`src/rtl/alarm_controller_pkg.sv`:
```
// Shared types and constants for the alarm clock's alarm controller:
// state encoding, time limits and field widths.
package alarm_pkg;

  localparam int HOUR_W = 5;
  localparam int MIN_W  = 6;
  localparam int TMR_W  = 4;

  localparam logic [HOUR_W-1:0] HOUR_MAX = 5'd23;
  localparam logic [MIN_W-1:0]  MIN_MAX  = 6'd59;

  typedef enum logic [1:0] {
    IDLE    = 2'd0,
    ARMED   = 2'd1,
    RINGING = 2'd2,
    SNOOZED = 2'd3
  } alarm_state_e;

endpackage

```
`src/rtl/alarm_controller_if.sv`:
```
// Signal bundle between the clock/user-input side and the alarm controller.
interface alarm_controller_if;
  import alarm_pkg::*;

  // All strobes (MinTick, AlarmSet, Snooze, Stop) are single-cycle requests
  // sampled on every rising Clk edge; there is no back-pressure, so a strobe
  // held high for N cycles is taken as N separate requests.
  logic [HOUR_W-1:0] Hour;
  logic [MIN_W-1:0]  Minute;
  logic              MinTick;
  logic              Arm;
  logic              AlarmSet;
  logic [HOUR_W-1:0] SetHour;
  logic [MIN_W-1:0]  SetMin;
  logic              Snooze;
  logic              Stop;
  logic              Buzzer;
  logic [HOUR_W-1:0] AlarmHour;
  logic [MIN_W-1:0]  AlarmMin;
  logic [1:0]        State;
  logic [2:0]        SnoozeCnt;

  modport master (
    output Hour, Minute, MinTick, Arm, AlarmSet, SetHour, SetMin, Snooze, Stop,
    input  Buzzer, AlarmHour, AlarmMin, State, SnoozeCnt
  );

  modport slave (
    input  Hour, Minute, MinTick, Arm, AlarmSet, SetHour, SetMin, Snooze, Stop,
    output Buzzer, AlarmHour, AlarmMin, State, SnoozeCnt
  );

endinterface

```
`src/rtl/alarm_controller_min_timer.sv`:
```
// Loadable minute down-counter shared by ring and snooze timing; expire
// pulses on the tick that moves the count from 1 to 0.
module min_timer
  import alarm_pkg::*;
(
  input  logic             Clk,
  input  logic             Clr,
  input  logic             load,
  input  logic [TMR_W-1:0] load_val,
  input  logic             tick,
  output logic             expire
);

  logic [TMR_W-1:0] count_q;

  always_ff @(posedge Clk or posedge Clr) begin
    if (Clr) begin
      count_q <= '0;
    end else if (load) begin
      count_q <= load_val;
    end else if (tick && count_q != '0) begin
      count_q <= count_q - 1'b1;
    end
  end

  // Independent of load so the FSM can reload on the same edge it expires.
  assign expire = tick && (count_q == TMR_W'(1));

endmodule

```
`src/rtl/alarm_controller.sv`:
```
// Alarm time register, daily match and ARMED/RINGING/SNOOZED buzzer FSM
// with snooze limit and auto-silence timed in whole minutes.
module alarm_controller
  import alarm_pkg::*;
#(
  parameter int SNOOZE_MIN = 5,
  parameter int RING_MIN   = 10,
  parameter int MAX_SNOOZE = 3
) (
  input  logic              Clk,
  input  logic              Clr,
  alarm_controller_if.slave bus
);

  localparam logic [TMR_W-1:0] RING_LD    = TMR_W'(RING_MIN);
  localparam logic [TMR_W-1:0] SNOOZE_LD  = TMR_W'(SNOOZE_MIN);
  localparam logic [2:0]       SNOOZE_LIM = 3'(MAX_SNOOZE);

  alarm_state_e      state_q, state_d;
  logic [2:0]        snooze_cnt_q, snooze_cnt_d;
  logic [HOUR_W-1:0] alarm_hour_q;
  logic [MIN_W-1:0]  alarm_min_q;
  logic              buzzer_q;

  logic             set_valid;
  logic             match;
  logic             snooze_ok;
  logic             tmr_load;
  logic [TMR_W-1:0] tmr_load_val;
  logic             tmr_tick;
  logic             tmr_expire;

  assign set_valid = bus.AlarmSet && (bus.SetHour <= HOUR_MAX) && (bus.SetMin <= MIN_MAX);
  assign match     = bus.MinTick && (bus.Hour == alarm_hour_q) && (bus.Minute == alarm_min_q);
  assign snooze_ok = bus.Snooze && (snooze_cnt_q < SNOOZE_LIM);

  // The timer only counts a minute when nothing of higher priority claims the edge.
  assign tmr_tick = bus.Arm && !set_valid && !bus.Stop && bus.MinTick &&
                    ((state_q == RINGING && !snooze_ok) || state_q == SNOOZED);

  min_timer u_min_timer (
    .Clk      (Clk),
    .Clr      (Clr),
    .load     (tmr_load),
    .load_val (tmr_load_val),
    .tick     (tmr_tick),
    .expire   (tmr_expire)
  );

  always_comb begin
    state_d      = state_q;
    snooze_cnt_d = snooze_cnt_q;
    tmr_load     = 1'b0;
    tmr_load_val = RING_LD;
    if (!bus.Arm) begin
      state_d = IDLE;
    end else if (set_valid) begin
      state_d = ARMED;
      if (state_q == RINGING || state_q == SNOOZED) snooze_cnt_d = '0;
    end else begin
      unique case (state_q)
        IDLE: state_d = ARMED;
        ARMED: begin
          if (match) begin
            state_d      = RINGING;
            tmr_load     = 1'b1;
            snooze_cnt_d = '0;
          end
        end
        RINGING: begin
          if (bus.Stop) begin
            state_d      = ARMED;
            snooze_cnt_d = '0;
          end else if (snooze_ok) begin
            state_d      = SNOOZED;
            tmr_load     = 1'b1;
            tmr_load_val = SNOOZE_LD;
            snooze_cnt_d = snooze_cnt_q + 3'd1;
          end else if (tmr_expire) begin
            state_d      = ARMED;
            snooze_cnt_d = '0;
          end
        end
        SNOOZED: begin
          if (bus.Stop) begin
            state_d      = ARMED;
            snooze_cnt_d = '0;
          end else if (tmr_expire) begin
            state_d  = RINGING;
            tmr_load = 1'b1;
          end
        end
        default: state_d = IDLE;
      endcase
    end
  end

  always_ff @(posedge Clk or posedge Clr) begin
    if (Clr) begin
      state_q      <= IDLE;
      snooze_cnt_q <= '0;
      buzzer_q     <= 1'b0;
    end else begin
      state_q      <= state_d;
      snooze_cnt_q <= snooze_cnt_d;
      buzzer_q     <= (state_d == RINGING);
    end
  end

  always_ff @(posedge Clk or posedge Clr) begin
    if (Clr) begin
      alarm_hour_q <= '0;
      alarm_min_q  <= '0;
    end else if (set_valid) begin
      alarm_hour_q <= bus.SetHour;
      alarm_min_q  <= bus.SetMin;
    end
  end

  assign bus.Buzzer    = buzzer_q;
  assign bus.AlarmHour = alarm_hour_q;
  assign bus.AlarmMin  = alarm_min_q;
  assign bus.State     = state_q;
  assign bus.SnoozeCnt = snooze_cnt_q;

endmodule

```
`src/flat_wrapper.sv`:
```
// flat-port wrapper written by rule: the top's interface ports become plain ports
module alarm_controller_flat import alarm_pkg::*;
#(
  parameter int SNOOZE_MIN = 5,
  parameter int RING_MIN   = 10,
  parameter int MAX_SNOOZE = 3
)
  (Clk, Clr, bus_Hour, bus_Minute, bus_MinTick, bus_Arm, bus_AlarmSet, bus_SetHour, bus_SetMin, bus_Snooze, bus_Stop, bus_Buzzer, bus_AlarmHour, bus_AlarmMin, bus_State, bus_SnoozeCnt);
  alarm_controller_if bus_i ();
  input  logic Clk;
  input  logic Clr;
  input wire logic [$bits(bus_i.Hour)-1:0] bus_Hour;
  input wire logic [$bits(bus_i.Minute)-1:0] bus_Minute;
  input wire logic [$bits(bus_i.MinTick)-1:0] bus_MinTick;
  input wire logic [$bits(bus_i.Arm)-1:0] bus_Arm;
  input wire logic [$bits(bus_i.AlarmSet)-1:0] bus_AlarmSet;
  input wire logic [$bits(bus_i.SetHour)-1:0] bus_SetHour;
  input wire logic [$bits(bus_i.SetMin)-1:0] bus_SetMin;
  input wire logic [$bits(bus_i.Snooze)-1:0] bus_Snooze;
  input wire logic [$bits(bus_i.Stop)-1:0] bus_Stop;
  output wire logic [$bits(bus_i.Buzzer)-1:0] bus_Buzzer;
  output wire logic [$bits(bus_i.AlarmHour)-1:0] bus_AlarmHour;
  output wire logic [$bits(bus_i.AlarmMin)-1:0] bus_AlarmMin;
  output wire logic [$bits(bus_i.State)-1:0] bus_State;
  output wire logic [$bits(bus_i.SnoozeCnt)-1:0] bus_SnoozeCnt;
  assign bus_i.Hour = bus_Hour;
  assign bus_i.Minute = bus_Minute;
  assign bus_i.MinTick = bus_MinTick;
  assign bus_i.Arm = bus_Arm;
  assign bus_i.AlarmSet = bus_AlarmSet;
  assign bus_i.SetHour = bus_SetHour;
  assign bus_i.SetMin = bus_SetMin;
  assign bus_i.Snooze = bus_Snooze;
  assign bus_i.Stop = bus_Stop;
  assign bus_Buzzer = bus_i.Buzzer;
  assign bus_AlarmHour = bus_i.AlarmHour;
  assign bus_AlarmMin = bus_i.AlarmMin;
  assign bus_State = bus_i.State;
  assign bus_SnoozeCnt = bus_i.SnoozeCnt;
  alarm_controller #(.SNOOZE_MIN(SNOOZE_MIN), .RING_MIN(RING_MIN), .MAX_SNOOZE(MAX_SNOOZE)) u_core (.Clk(Clk), .Clr(Clr), .bus(bus_i));
endmodule
```
`config.mk`:
```
export PLATFORM = sky130hd
export DESIGN_NAME = alarm_controller_flat
export DESIGN_NICKNAME = d
export VERILOG_FILES = /design/src/rtl/alarm_controller_pkg.sv /design/src/rtl/alarm_controller_if.sv /design/src/rtl/alarm_controller_min_timer.sv /design/src/rtl/alarm_controller.sv /design/src/flat_wrapper.sv
export SDC_FILE = /design/constraint.sdc
export NUM_CORES = 1
export LEC_CHECK = 0
export ABC_AREA = 1
export CAP_MARGIN = 20
export CORE_UTILIZATION = 47
export CTS_BUF_LIST = sky130_fd_sc_hd__clkbuf_16
export DETAILED_ROUTE_END_ITERATION = 12
export GPL_ROUTABILITY_DRIVEN = 0
export PLACE_DENSITY_LB_ADDON = 0.15
export SYNTH_ARGS = -nofsm -noshare
export SYNTH_HDL_FRONTEND = slang
export SYNTH_SLANG_ARGS = --single-unit
```
`constraint.sdc`:
```
create_clock -name Clk -period 1.9 [get_ports Clk]
set_clock_uncertainty 0.2 [all_clocks]
set_input_delay 0.285 -clock Clk [delete_from_list [all_inputs] [get_ports Clk]]
set_output_delay 0.285 -clock Clk [all_outputs]
set_load 0.03 [all_outputs]
```
# Word-level counts from Yosys, hierarchy flattened
# Index checks and enable logic that the tools add are counted.
[totals] reg_bits=21 input_bits=29 wordCells=76
[op_classes] add_sub_neg=2 n_lt_le_gt_ge=3 n_eq_ne=11 mux=32 n_reduce_logical=22
[ops] cell="$mux W4" n=7
[ops] cell="$mux W3" n=7
[ops] cell="$mux W2" n=8
[ops] cell="$logic_and A1 B1 Y1" n=12
[ops] cell="$pmux W3 S3" n=1
[ops] cell="$pmux W2 S4" n=1
[ops] cell="$reduce_bool A4 Y1" n=2
[ops] cell="$mux W1" n=7
[ops] cell="$eq A2 B2 Y1 const B" n=3
[ops] cell="$eq A6 B6 Y1" n=1
[ops] cell="$le A6 B6 Y1 const B" n=1
[ops] cell="$reduce_and A6 Y1" n=1
[ops] cell="$eq A5 B5 Y1" n=1
[ops] cell="$le A5 B5 Y1 const B" n=1
[ops] cell="$ne A5 B2 Y1 const B" n=1
[ops] cell="$eq A4 B1 Y1 const B" n=1
[ops] cell="$sub A4 B1 Y4 const B" n=1
[ops] cell="$add A3 B1 Y3 const B" n=1
[ops] cell="$logic_not A1 Y1" n=3
[ops] cell="$lt A3 B2 Y1 const B" n=1
[ops] cell="$ne A3 B1 Y1 const B" n=1
[ops] cell="$ne A3 B2 Y1 const B" n=1
[ops] cell="$pmux W1 S3" n=1
[ops] cell="$eq A2 B1 Y1 const B" n=1
[ops] cell="other kinds (4)" n=5

# Depth between registers and ports, before layout
# Gate-level depths: netlist of the first run.
[logic_depth] depth_word=16 ltp_mapped=13 depth_no_buf=13

# Cells and area by module
# From an unflattened synthesis of the first run, not the netlist that was laid out.
[hier_totals] hier_cells=229 hier_area_um2=1462.7
[by_module_without_submodules] mod="alarm_controller" instances=1 cells_per_inst=189 area_per_inst_um2=1179.9 seq_area_each_um2=425.4
[by_module_without_submodules] mod="min_timer" instances=1 cells_per_inst=40 area_per_inst_um2=282.8 seq_area_each_um2=100.1

# Worst setup path before layout of the first run
# OpenSTA, ideal clock, no wires.
[synth_path] path_type="reg-to-reg" from="register u_core.state_q[1] (netlist: u_core.bus.State[1])" to="register u_core.snooze_cnt_q[0] (netlist: u_core.bus.SnoozeCnt[0])" t_arrival_ns=1.449 setup_slack_ns=0.133 stages_incl_launch_ff=11 path_buffers=0 period_less_slack_ns=1.767 path_cell_list="dfrtp_1 > and3_1 > nand2_2 > nor2_4 > nand2_2 > nand3_2 > nand3_2 > nand2_2 > nand2_2 > nand2_1 > nand2_1"
[synth_via] elab_chain_cells=7 word_cells_on_any_way=16
[synth_rtl] item="from (decl)" line_no="alarm_controller.sv:19" rtl="alarm_state_e state_q, state_d;"
[synth_rtl] item="from (signal assigned)" line_no="alarm_controller.sv:104" rtl="state_q <= state_d;"
[synth_rtl] item="$eq A2 B2 Y1" line_no="alarm_controller.sv:39, alarm_controller.sv:59, alarm_controller.sv:61"
[synth_rtl] item="$logic_and A1 B1 Y1" line_no="alarm_controller.sv:39" rtl="((state_q == RINGING && !snooze_ok) || state_q == SNOOZED);"
[synth_rtl] item="$logic_or A1 B1 Y1" line_no="alarm_controller.sv:39"
[synth_rtl] item="$logic_and A1 B1 Y1" line_no="alarm_controller.sv:38" rtl="assign tmr_tick = bus.Arm && !set_valid && !bus.Stop && bus.MinTick &&"
[synth_rtl] item="$logic_and A1 B1 Y1" line_no="alarm_controller_min_timer.sv:27" rtl="assign expire = tick && (count_q == TMR_W'(1));"
[synth_rtl] item="$ne A5 B2 Y1 (no line)"
[synth_rtl] item="$reduce_and A6 Y1 (no line)"
[synth_rtl] item="to (signal assigned)" line_no="alarm_controller.sv:105" rtl="snooze_cnt_q <= snooze_cnt_d;"
[synth_rtl] item="to (decl)" line_no="alarm_controller.sv:20" rtl="logic [2:0] snooze_cnt_q, snooze_cnt_d;"
# Parallel ways exist; a longest one is shown, timed or not.
# A chain may end at the register's enable or synchronous reset.

# Worst setup path after layout of the first run
[layout_path] from="register u_core.snooze_cnt_q[0] (netlist: u_core.bus.SnoozeCnt[0])" to="output port bus_SnoozeCnt[0]"
[layout_rtl] item="to (decl)" line_no="flat_wrapper.sv:25" rtl="output wire logic [$bits(bus_i.SnoozeCnt)-1:0] bus_SnoozeCnt;"
# No word-level cell between the ends.

==> results of run 1 <==
## what timing repair did
item | CTS | global route
pin swaps | 0 | 4
gates resized for setup | 2 | 11
endpoints found under the setup margin | 2 | 9
setup buffers | 0 | 1
hold buffers | 0 | 0
## registers in the layout, indices dropped and copies added, names as in the netlist
| name | cells |
|---|---|
| u_core.u_min_timer.count_q | 4 |
| u_core.bus.State | 2 |
| u_core.bus.AlarmMin | 6 |
| u_core.bus.SnoozeCnt | 3 |
| u_core.bus.AlarmHour | 5 |
| u_core.bus.Buzzer | 1 |
## cells in the final DEF, fill, tap and decap left out
cell             Yosys  layout
o21ai_4              0       1
nand2_1             82      80
inv_2                3       3
o21ai_1              2       2
nand3_1             11      11
a31oi_1              1       1
or2_1                1       1
nand4_1              2       2
nand2_4              0       3
a21boi_2             0       1
dfrtp_1             21      21
nor2_4               2       2
ha_1                 4       4
o21ai_0             10      10
nor3_1               2       2
nand3b_1             3       3
xor2_1               2       2
inv_1               37      38
a21oi_1              1       1
dlymetal6s2s_1       0       4
dlygate4sd2_1        0       2
nand4_4              1       1
nor2_2               1       1
nand3_2              4       4
xnor2_1              2       2
a21boi_1             2       1
clkdlybuf4s50_1      0      39
and3_1               1       1
buf_4                0      13
nor2_1              21      21
clkbuf_16            0       3
nand2_2              6       5
## cell type report
cell class,count,area (um^2)
multi-input cells,162,838
fillers,271,825
repair buffers,58,556
flip-flops and latches,21,526
inverters,40,150
clock buffers,3,75.1
well taps,44,55.1
clock inverters,1,3.75
## per-layer routing
metal,up-vias,GRT usage (%),share of wire [%]
li1,809,-,-
met1,660,30.1,49
met2,44,35.3,46
met3,6,3.30,4.6
met4,0,6.46,1.0
met5,-,0,0
## stage by stage
stage	TNS (ns)	std cells	hold slack, ns	power [mW]	cell area (um^2)
global placement	-0.965	324	0.287	0.898	2080
CTS	0	328	0.178	1.35	2150
global route	-0.110	329	0.116	1.40	2200
finish	0	329	0.107	1.34	2200
floorplan	0	225	0.0615	0.717	1490
detailed placement	-1.61	324	0.287	0.903	2080
## power by group through the flow
| stage | sequential [mW] | combinational, mW | clock, mW |
|---|---|---|---|
| CTS | 0.508 | 0.388 | 0.448 |
| global route | 0.512 | 0.426 | 0.460 |
| global placement | 0.515 | 0.383 | 0 |
| detailed placement | 0.515 | 0.387 | 0 |
| floorplan | 0.578 | 0.139 | 0 |
| finish | 0.508 | 0.389 | 0.445 |
## logic make-up after synthesis
group	Yosys count	synth area share, %
and+or+nand+nor	137	42.1
buffers and inverters	42	10.6
adders and majority gates	4	3.36
AOI/OAI and AO/OA	17	6.38
DFF	21	35.3
xor gates and xnor gates	4	2.35
## worst register-to-register path: cells and delay by family (launching register included)
kind | cells | cell delay [ns]
flip-flops | 1 | 0.39
buffers and inverters | 2 | 0.15
adder cells (fa/ha/maj) | 1 | 0.16
AND/OR/NAND/NOR | 8 | 0.78
## worst min path at each step
stage	slack [ns]	end	depth (start not counted)	startpoint
floorplan	0.06	u_core.bus.AlarmHour[0]	1	Clr
global placement	0.29	u_core.bus.SnoozeCnt[2]	2	u_core.bus.SnoozeCnt[2]
detailed placement	0.29	u_core.bus.SnoozeCnt[2]	2	u_core.bus.SnoozeCnt[2]
CTS	0.18	u_core.u_min_timer.count_q[0]	3	Clr
global route	0.12	u_core.bus.AlarmMin[5]	3	bus_SetMin[5]
finish	0.11	u_core.bus.AlarmMin[5]	3	bus_SetMin[5]
==> results by stage, run 1 <==
STA:
- The final-report hold violation count is 0.
- At the pin with the least slew margin, the transition time is 0.311 ns.
- The worst path in the final design needs a cycle of 1.84 ns, including I/O delays and setup.
- In the finished design, the share of the clock period the worst path needs comes to 96.9%.
- The final max-slew violation count is 0.
- The relative slew slack is 79.2%.
- The setup slack after layout is 0.0581 ns.
- For this run, the top clock speed supported by timing is 0.543 GHz.
- Setup violations remaining at the end of the flow were counted as 0.

Global routing:
- The pin count of the biggest net entering global routing is 22.
- The wire length of the first global-routing pass is 5680 um.
- The sum of overflow across all layers after global routing is 0.
- The number of global-route vias before repair was 1348.
- The initial antenna violation count is 0.
- Global routing consumed, over all layers together, 21.7% of the routing resources.

Detailed routing:
- The first TritonRoute pass finished after 4 iterations.
- The detailed-route wire length is 3600 um.
- The residual antenna-violating net count after detailed routing is 0.
- The per-cell via count in the routed design is 4.62.
- The first routing iteration left 67 violations.
- Dividing the detail-routed wire length by the instance count gives 10.9 um.
- The total via count after detailed routing is 1519.
- In the routed design, unresolved DRC markers number 0.

Floorplanning:
- The initial utilization of the core area, before any placement, comes to 49.2%.
- 46 I/O pins were placed.
- The core region is 3030 um^2.
- The die covers 3400 um^2.
- From bottom edge to top edge, the die measures 58.3 um.
- The width of the chip is 58.3 um.
- The number of cell rows is 20.

Layout:
- The final core area utilization is 72.8%.
- The diode insertion count for antenna repair is 0.
- The layout-stage area growth over the synthesis result is 47.9%.
- The layout cell share with drive strength beyond 1 is 13.0%.
- In the final design database the tool counted 319 nets.

Worst setup path:
- The number of buffers and inverters on the critical path is 1.
- The critical path goes through clkdlybuf4s50_1.
- Broken down by cell family, the worst path's largest delay share belongs to buffers and inverters.
- The critical path endpoint is bus_SnoozeCnt[0].
- In this run the worst path has a maximum fanout of 5.
- The reg-to-reg setup timing slack is 0.12 ns.
- In this run the number of cells on the critical path is 1.
- The critical path is of the flip-flop to primary output type.
- The worst setup path is captured at a primary output.
- STA classifies the critical path startpoint as a flip-flop.
- The number of cells on the worst reg-to-reg path is 11.
- The launch point of the worst reg-to-reg path is u_core.u_min_timer.count_q[1].
- In this run the critical register-to-register path is captured at u_core.bus.SnoozeCnt[0].
- For this run, the slowest stage of the critical path takes 0.69 ns.
- The critical path data arrival time is 1.36 ns.
- The required time reported for the critical path endpoint is 1.41 ns.
- The slowest cell on the critical path is clkdlybuf4s50_1.
- The critical path starts at u_core.bus.SnoozeCnt[0].

Logic synthesis:
- The synthesized instance count is 225.
- The number of storage elements in the synthesis netlist is 21.
- The leading area contributor after synthesis is dfrtp_1.
- Yosys attributes the largest share of cell area to dfrtp_1, nand2_1, inv_1, nor2_1, nand3_1.
- Counting every net in the synthesized netlist gives 258.
- nand2_1 is the most common cell in the netlist.
- The fraction of post-synthesis cell area in the top cell type by area is 35.3%.
- The sequential area share after synthesis is 35.3%.
- Sorting the synthesized cells by how often they occur yields nand2_1, inv_1, dfrtp_1, nor2_1, nand3_1.
- During synthesis, Yosys emitted a total of 0 warnings.
- The post-synthesis average cell area is 6.62 um^2.
- In this run, synthesis inferred 0 flip-flops with an integrated enable.
- The post-synthesis async set-or-reset flop share is 100%.
- For this run, the leading register cell type out of synthesis is dfrtp_1.
- The count of different cell masters after synthesis is 26.
- The synthesized netlist occupies a cell area of 1490 um^2.

Placement:
- The placed wire-length estimate after detailed placement is 2850 um.
- The number of I/O port buffers is 45.
- OpenSTA, run right after detailed placement, puts the worst setup slack at -0.197 ns.

Pwr:
- For this design the static power due to leakage is 1.23 nW.
- Power spread over the standard cell area amounts to 609 nW/um^2.
- Cell internal power was estimated by the tool at 0.939 mW.
- Combinational cells account for 29.0% of the total power.
- The relative contribution of sequential cells to total power is 37.9%.
- Across the VDD grid, the largest voltage drop is 0.000395 V.
- The part of the power in the clock network is 33.1%.
- Net switching is 30.0% of the power.
- The total net switching power is 0.403 mW.

Clocking:
- The register clock-pin slew on the reported worst setup and hold paths is 0.06 ns.
- The root buffer cell is clkbuf_16.
- The clock latency on the worst-skew pair is 0.25 ns.
- In this run, CTS created clock tree buffers numbering 3.
- The H-tree level count is 1.
- The longest clock path from root to sink contains 2 buffers.
- The CTS tree is built.
- The tree built by TritonCTS fans out to 21 sinks.

Hold path:
- The min-delay analysis places its worst path in the category primary input to flip-flop.

Outcome:
- The flow ran to the end, and the final reports show no timing, DRC or antenna violations.

Job:
- Across the run, the number of max-cap violations was 0.
No activity file was read; power rests on OpenSTA's default activity.
==> run 2, diff against run 1 <==
CTS_CLUSTER_SIZE = 40   (was unset)
SKIP_CTS_REPAIR_TIMING = 1   (was unset)
==> run 2 against run 1 <==
Net effect: first-iteration DRC count down 12%; critical path depth did not move; cell area shrank 0.17%; register-to-register slack is essentially flat; fmax increased by 0.12%; final cell count did not move; sequential share of layout area is essentially flat; die area is the same; critical path type unchanged; critical endpoint unchanged.
==> results by stage, run 2 (same netlist as run 1, synthesis figures left out) <==
Floorplanning:
- The starting utilization of the core area was 49.2% (unchanged).
- The width of the chip was 58.3 um (unchanged).
- The die footprint is 3400 um^2 (unchanged).
- The number of I/O pins was 46 (unchanged).
- The number of cell rows is 20 (unchanged).
- The height of the chip is 58.3 um (unchanged).
- The core area was 3030 um^2 (unchanged).

Worst setup path:
- The terminus of the critical flop-to-flop path is u_core.bus.SnoozeCnt[0].
- The critical path endpoint is bus_SnoozeCnt[0].
- The critical path data arrival time is 1.35 ns (about the same).
- The maximum fanout along the worst path was 5 (unchanged).
- The launch point of the worst reg-to-reg path is u_core.u_min_timer.count_q[1].
- The logic depth of the worst setup path including buffers is 1 (unchanged).
- The largest delay contributor family on the critical path is buffers and inverters.
- The reg-to-reg setup timing slack was 0.12 ns (about the same).
- The signal on the critical path passes through clkdlybuf4s50_1.
- Tracing the worst setup path back leads to its startpoint at u_core.bus.SnoozeCnt[0].
- The category of the worst setup path launch point is a flip-flop.
- The required time reported for the critical path endpoint is 1.41 ns (about the same).
- The worst setup path is captured at a primary output.
- The number of cells on the worst reg-to-reg path was 11 (unchanged).
- The critical path's largest stage delay was 0.69 ns (about the same).
- The setup path with the least slack is of type flip-flop to primary output.
- The slowest stage of the critical path belongs to the cell clkdlybuf4s50_1.
- The buffering stage count on the worst path with inverters included is 1 (unchanged).

Layout:
- Leaving out fill and tap cells, the most frequent cell in the layout is nand2_1.
- The layout-stage area growth over the synthesis result is 47.6%.
- The count of nets after finishing is 319 (unchanged).
- The design area is 2200 um^2 (-0.17%).
- The layout cell share with drive strength beyond 1 was 12.6% (-0.35 points).
- The non-filler instance count after layout is 329 (unchanged).
- The flip-flop count of the largest register, all copies and words added is 6 (unchanged).
- The number of fill cells is 272 (+0.37%).
- The diode insertion count for antenna repair was 0 (unchanged).
- Leaving out fill and tap cells, the most frequent cells in the layout are nand2_1, clkdlybuf4s50_1, inv_1.

Clocking:
- The buffer depth of the longest clock path was 2 (unchanged).
- The clock latency on the worst-skew pair is 0.25 ns (about the same).
- The total CTS buffers is 3 (unchanged).
- TritonCTS built the clock tree.
- The H-tree level count is 1 (unchanged).
- The root buffer cell is clkbuf_16.
- The sink count of the clock tree is 21 (unchanged).
- The register clock-pin slew on the reported worst setup and hold paths was 0.06 ns (about the same).

STA:
- The final-report hold violation count came to 0 (unchanged).
- The part of the cycle the worst path needs is 96.8% (-0.11 points).
- The shortest clock period the worst path allows after layout is 1.84 ns (-0.00213 ns).
- The relative slew slack came to 78.4% (-0.76 points).
- The setup slack after layout was 0.0602 ns (+0.00213 ns).
- The transition time at the pin with the least slew margin is 0.323 ns (+0.0120 ns).
- The final max-slew violation count is 0 (unchanged).
- The timing-limited maximum frequency came to 0.544 GHz (+0.12%).
- The number of failing setup endpoints in the final timing report came to 0 (unchanged).
- The final hold slack is 0.113 ns (+0.00629 ns).
- The total negative slack for setup checks came to 0 ns (unchanged).

Placement:
- The number of I/O port buffers was 45 (unchanged).
- The placed wire-length estimate after detailed placement is 2850 um (unchanged).
- The cell count after placement came to 324 (unchanged).
- The worst slack after detailed placement is -0.197 ns (unchanged).
- The area of placed instances is 2080 um^2 (unchanged).

Detailed routing:
- The detailed-route wire length is 3570 um (-0.78%).
- The per-cell via count in the routed design was 4.64 (+0.46%).
- The iteration-0 DRC count of the detailed router is 59 (-12%).
- The residual antenna-violating net count after detailed routing is 0 (unchanged).
- The number of search-and-repair iterations in the first detailed-routing pass is 4 (unchanged).
- The number of remaining DRC errors is 0 (unchanged).
- The total via count after detailed routing is 1526 (+0.46%).
- The routed length per placed instance is 10.9 um (-0.78%).

Job:
- The number of maximum-capacitance constraint violations came to 0 (unchanged).

Pwr:
- The leakage power of the design is 1.25 nW (+1.7%).
- The power per standard cell area is 608 nW/um^2 (-0.18%).
- The maximum resistive drop on vdd was 0.000394 V (-0.31%).

Hold path:
- The class of the most critical hold timing path is primary input to flip-flop.
- The cell count of the worst hold path came to 3 (unchanged).

Global routing:
- The wire length of the first global-routing pass came to 5660 um (-0.25%).
- The number of global-route vias before repair came to 1345 (-0.22%).
- The pin count of the biggest net entering global routing is 22 (unchanged).
- The sum of overflow across all layers after global routing is 0 (unchanged).
- The total routing usage reported by global routing is 21.7% (-0.047 points).
- The initial antenna violation count is 0 (unchanged).

Outcome:
- The flow ran to the end, and the final reports show no timing, DRC or antenna violations.
run 2: metrics by stage:
step | util (%) | power (mW)
5_1_grt | 72.6 | 1.40
2_1_floorplan | - | 0.717
3_3_place_gp | 68.6 | 0.898
6_report | 72.6 | 1.34
3_5_place_dp | 68.6 | 0.903
4_1_cts | 71.2 | 1.35
run 2: final cells by class:
type / count / area [um^2] / area share, %
multi-input cells: 162 / 827 / 37.6
repair buffers: 58 / 563 / 25.6
flip-flops and latches: 21 / 526 / 23.9
inverters: 40 / 150 / 6.83
clock buffers: 3 / 75.1 / 3.41
well taps: 44 / 55.1 / 2.50
clock inverters: 1 / 3.75 / 0.171
run 2: metal layers:
metal	vias up	track usage (%)	share of wire, %
met2	38	35.3	45
met4	0	6.46	1.2
met3	6	3.08	4.5
li1	807	-	-
met1	675	30.1	49
met5	-	0	0
run 2: worst min-delay path by stage:
stage                                 start                             to
floorplan                               Clr        u_core.bus.AlarmHour[0]
global placement    u_core.bus.SnoozeCnt[2]        u_core.bus.SnoozeCnt[2]
detailed placement  u_core.bus.SnoozeCnt[2]        u_core.bus.SnoozeCnt[2]
CTS                                     Clr  u_core.u_min_timer.count_q[0]
global route                  bus_SetMin[5]         u_core.bus.AlarmMin[5]
finish                        bus_SetMin[5]         u_core.bus.AlarmMin[5]
run 2: report_power, final:
part	internal [mW]	total [mW]	leakage, nW	switching [mW]
Combinational	0.178	0.388	0.939	0.210
Clock	0.280	0.442	0.0423	0.161
Sequential	0.481	0.508	0.272	0.0274
Total	0.939	1.34	1.25	0.399
run 2: worst register-to-register path: stages, from the launching register on:
cell     delay (ns)
dfrtp_1        0.39
inv_1          0.11
ha_1           0.16
inv_1          0.04
nor2_1         0.25
nand2_4        0.11
nand3_2        0.08
nand3_2        0.08
nand2_4        0.09
nand2_2        0.06
nand2_1        0.05
nand2_1        0.04
==> variant 1, RTL diff (config.mk and constraints of run 2) <==
Set the package constant `MIN_W` to 12 (it was 6).
--- a/src/rtl/alarm_controller_pkg.sv
+++ b/src/rtl/alarm_controller_pkg.sv
@@ -3,7 +3,7 @@
 package alarm_pkg;
 
   localparam int HOUR_W = 5;
-  localparam int MIN_W  = 6;
+  localparam int MIN_W  = 12;
   localparam int TMR_W  = 4;
 
   localparam logic [HOUR_W-1:0] HOUR_MAX = 5'd23;
Ports: changed (resized bus_AlarmMin, bus_Minute and bus_SetMin); port bits go from 46 to 64. No check against the original RTL was run, so the function may have changed too.
==> variant 1 against run 2 <==
The flow now finishes with violations (DRC); design area grew 33%; sequential share of layout area shrank 0.83 points; setup slack lost 0.021 ns; combinational power grew 73%; total power grew 39%; synthesized area grew 20%; register-to-register slack lost 0.06 ns; die area grew 20%; sequential cell count grew 6; wire length grew 37%.
==> variant 1: results (changes against run 2) <==
| Metric | Value |
|---|---|
| Status | `finished, violations left` |
| Failing checks | `DRC` |
| HPWL reported at the end of detailed placement | `3.605 mm (+27%)` |
| Routed wl met3 | `224 um (+41%)` |
| # DRC | `1 (+1)` |
| Crit. Startpoint | `u_core.bus.AlarmMin[10]` |
| Detailed-route via count | `2,026 (+33%)` |
| Grt met2 use | `0.4202 (+0.06717)` |
| GRT Overall Usage | `0.2458 (+0.02910)` |
| Place WS | `-0.2427 ns (-0.04609 ns)` |
| IO Port Bufs | `63 (+40%)` |
| Post-synthesis adder-cell area fraction | `0.02787 (-0.005711)` |
| Worst Path Max Fanout | `3 (-2)` |
| CP Data Arrival Time | `1.38 ns (+0.03 ns)` |
| Initial drt markers | `92 (+56%)` |
| Hold path startpoint | `bus_SetMin[4]` |
| Top cells by count, synth | `nand2_1, inv_1, nor2_1, dfrtp_1, nand3_1` |
| Xor/xnor share of the synthesized area | `0.02927 (+0.005759)` |
| Met2 WL | `2.490 mm (+54%)` |
| Final #Nets | `418 (+31%)` |
| R2R depth | `13 (+2)` |
| P_seq | `0.000694 W (+37%)` |
| GR Util met3 | `0.04464 (+0.01387)` |
| Yosys cell types | `28 (+7.7%)` |
| Worst vdd ir | `0.4683 mV (+19%)` |
| Clk Latency, worst-skew pair | `0.27 ns (+0.02 ns)` |
| Syn nets | `322 (+25%)` |
| Pin count of the biggest net entering global routing | `28 (+27%)` |
| Worst setup path endpoint | `bus_AlarmMin[10]` |
| Drt first pass iters | `8 (+4)` |
| PnR worst setup slack | `0.03954 ns (-0.02066 ns)` |
| Dominant cells by area after synthesis | `dfrtp_1, nand2_1, inv_1` |
| Sw Share | `0.3345 (+0.03645)` |
| Max reg flops | `12 (+6)` |
-- variant 1: cell types whose count changed in the layout (fill, tap and decap cells not counted), sizes merged, moves of 3 or more --
cell and delta:
clkdlybuf4s50 +3, dlymetal6s2s +15, buf +19, nor2 +15, a21oi +4, dfrtp +6, nand2 +19
-- variant 1: final cells by class --
class,count,area (um^2)
multi-input combinational,205,1027
timing repair buffer,95,930.9
fill,262,730.7
sequential,27,675.6
inverter,41,157.7
clock buffer,3,75.07
tap,48,60.06
clock inverter,1,3.754
-- variant 1: logic make-up (layout without fill, tap and decap cells) --
logic type,count (synthesis),in the layout
compound gates,19,19
xor+xnor,6,6
fa+ha+maj,4,4
buf+inv,45,140
flops,27,27
simple gates,176,176
-- variant 1: through the flow --
| stage | area (um^2) | cells |
|---|---|---|
| after floorplan | 1795 | 277 |
| after global placement | 2663 | 410 |
| after detailed placement | 2663 | 410 |
| after CTS | 2741 | 414 |
| after global routing | 2930 | 420 |
| final | 2930 | 420 |
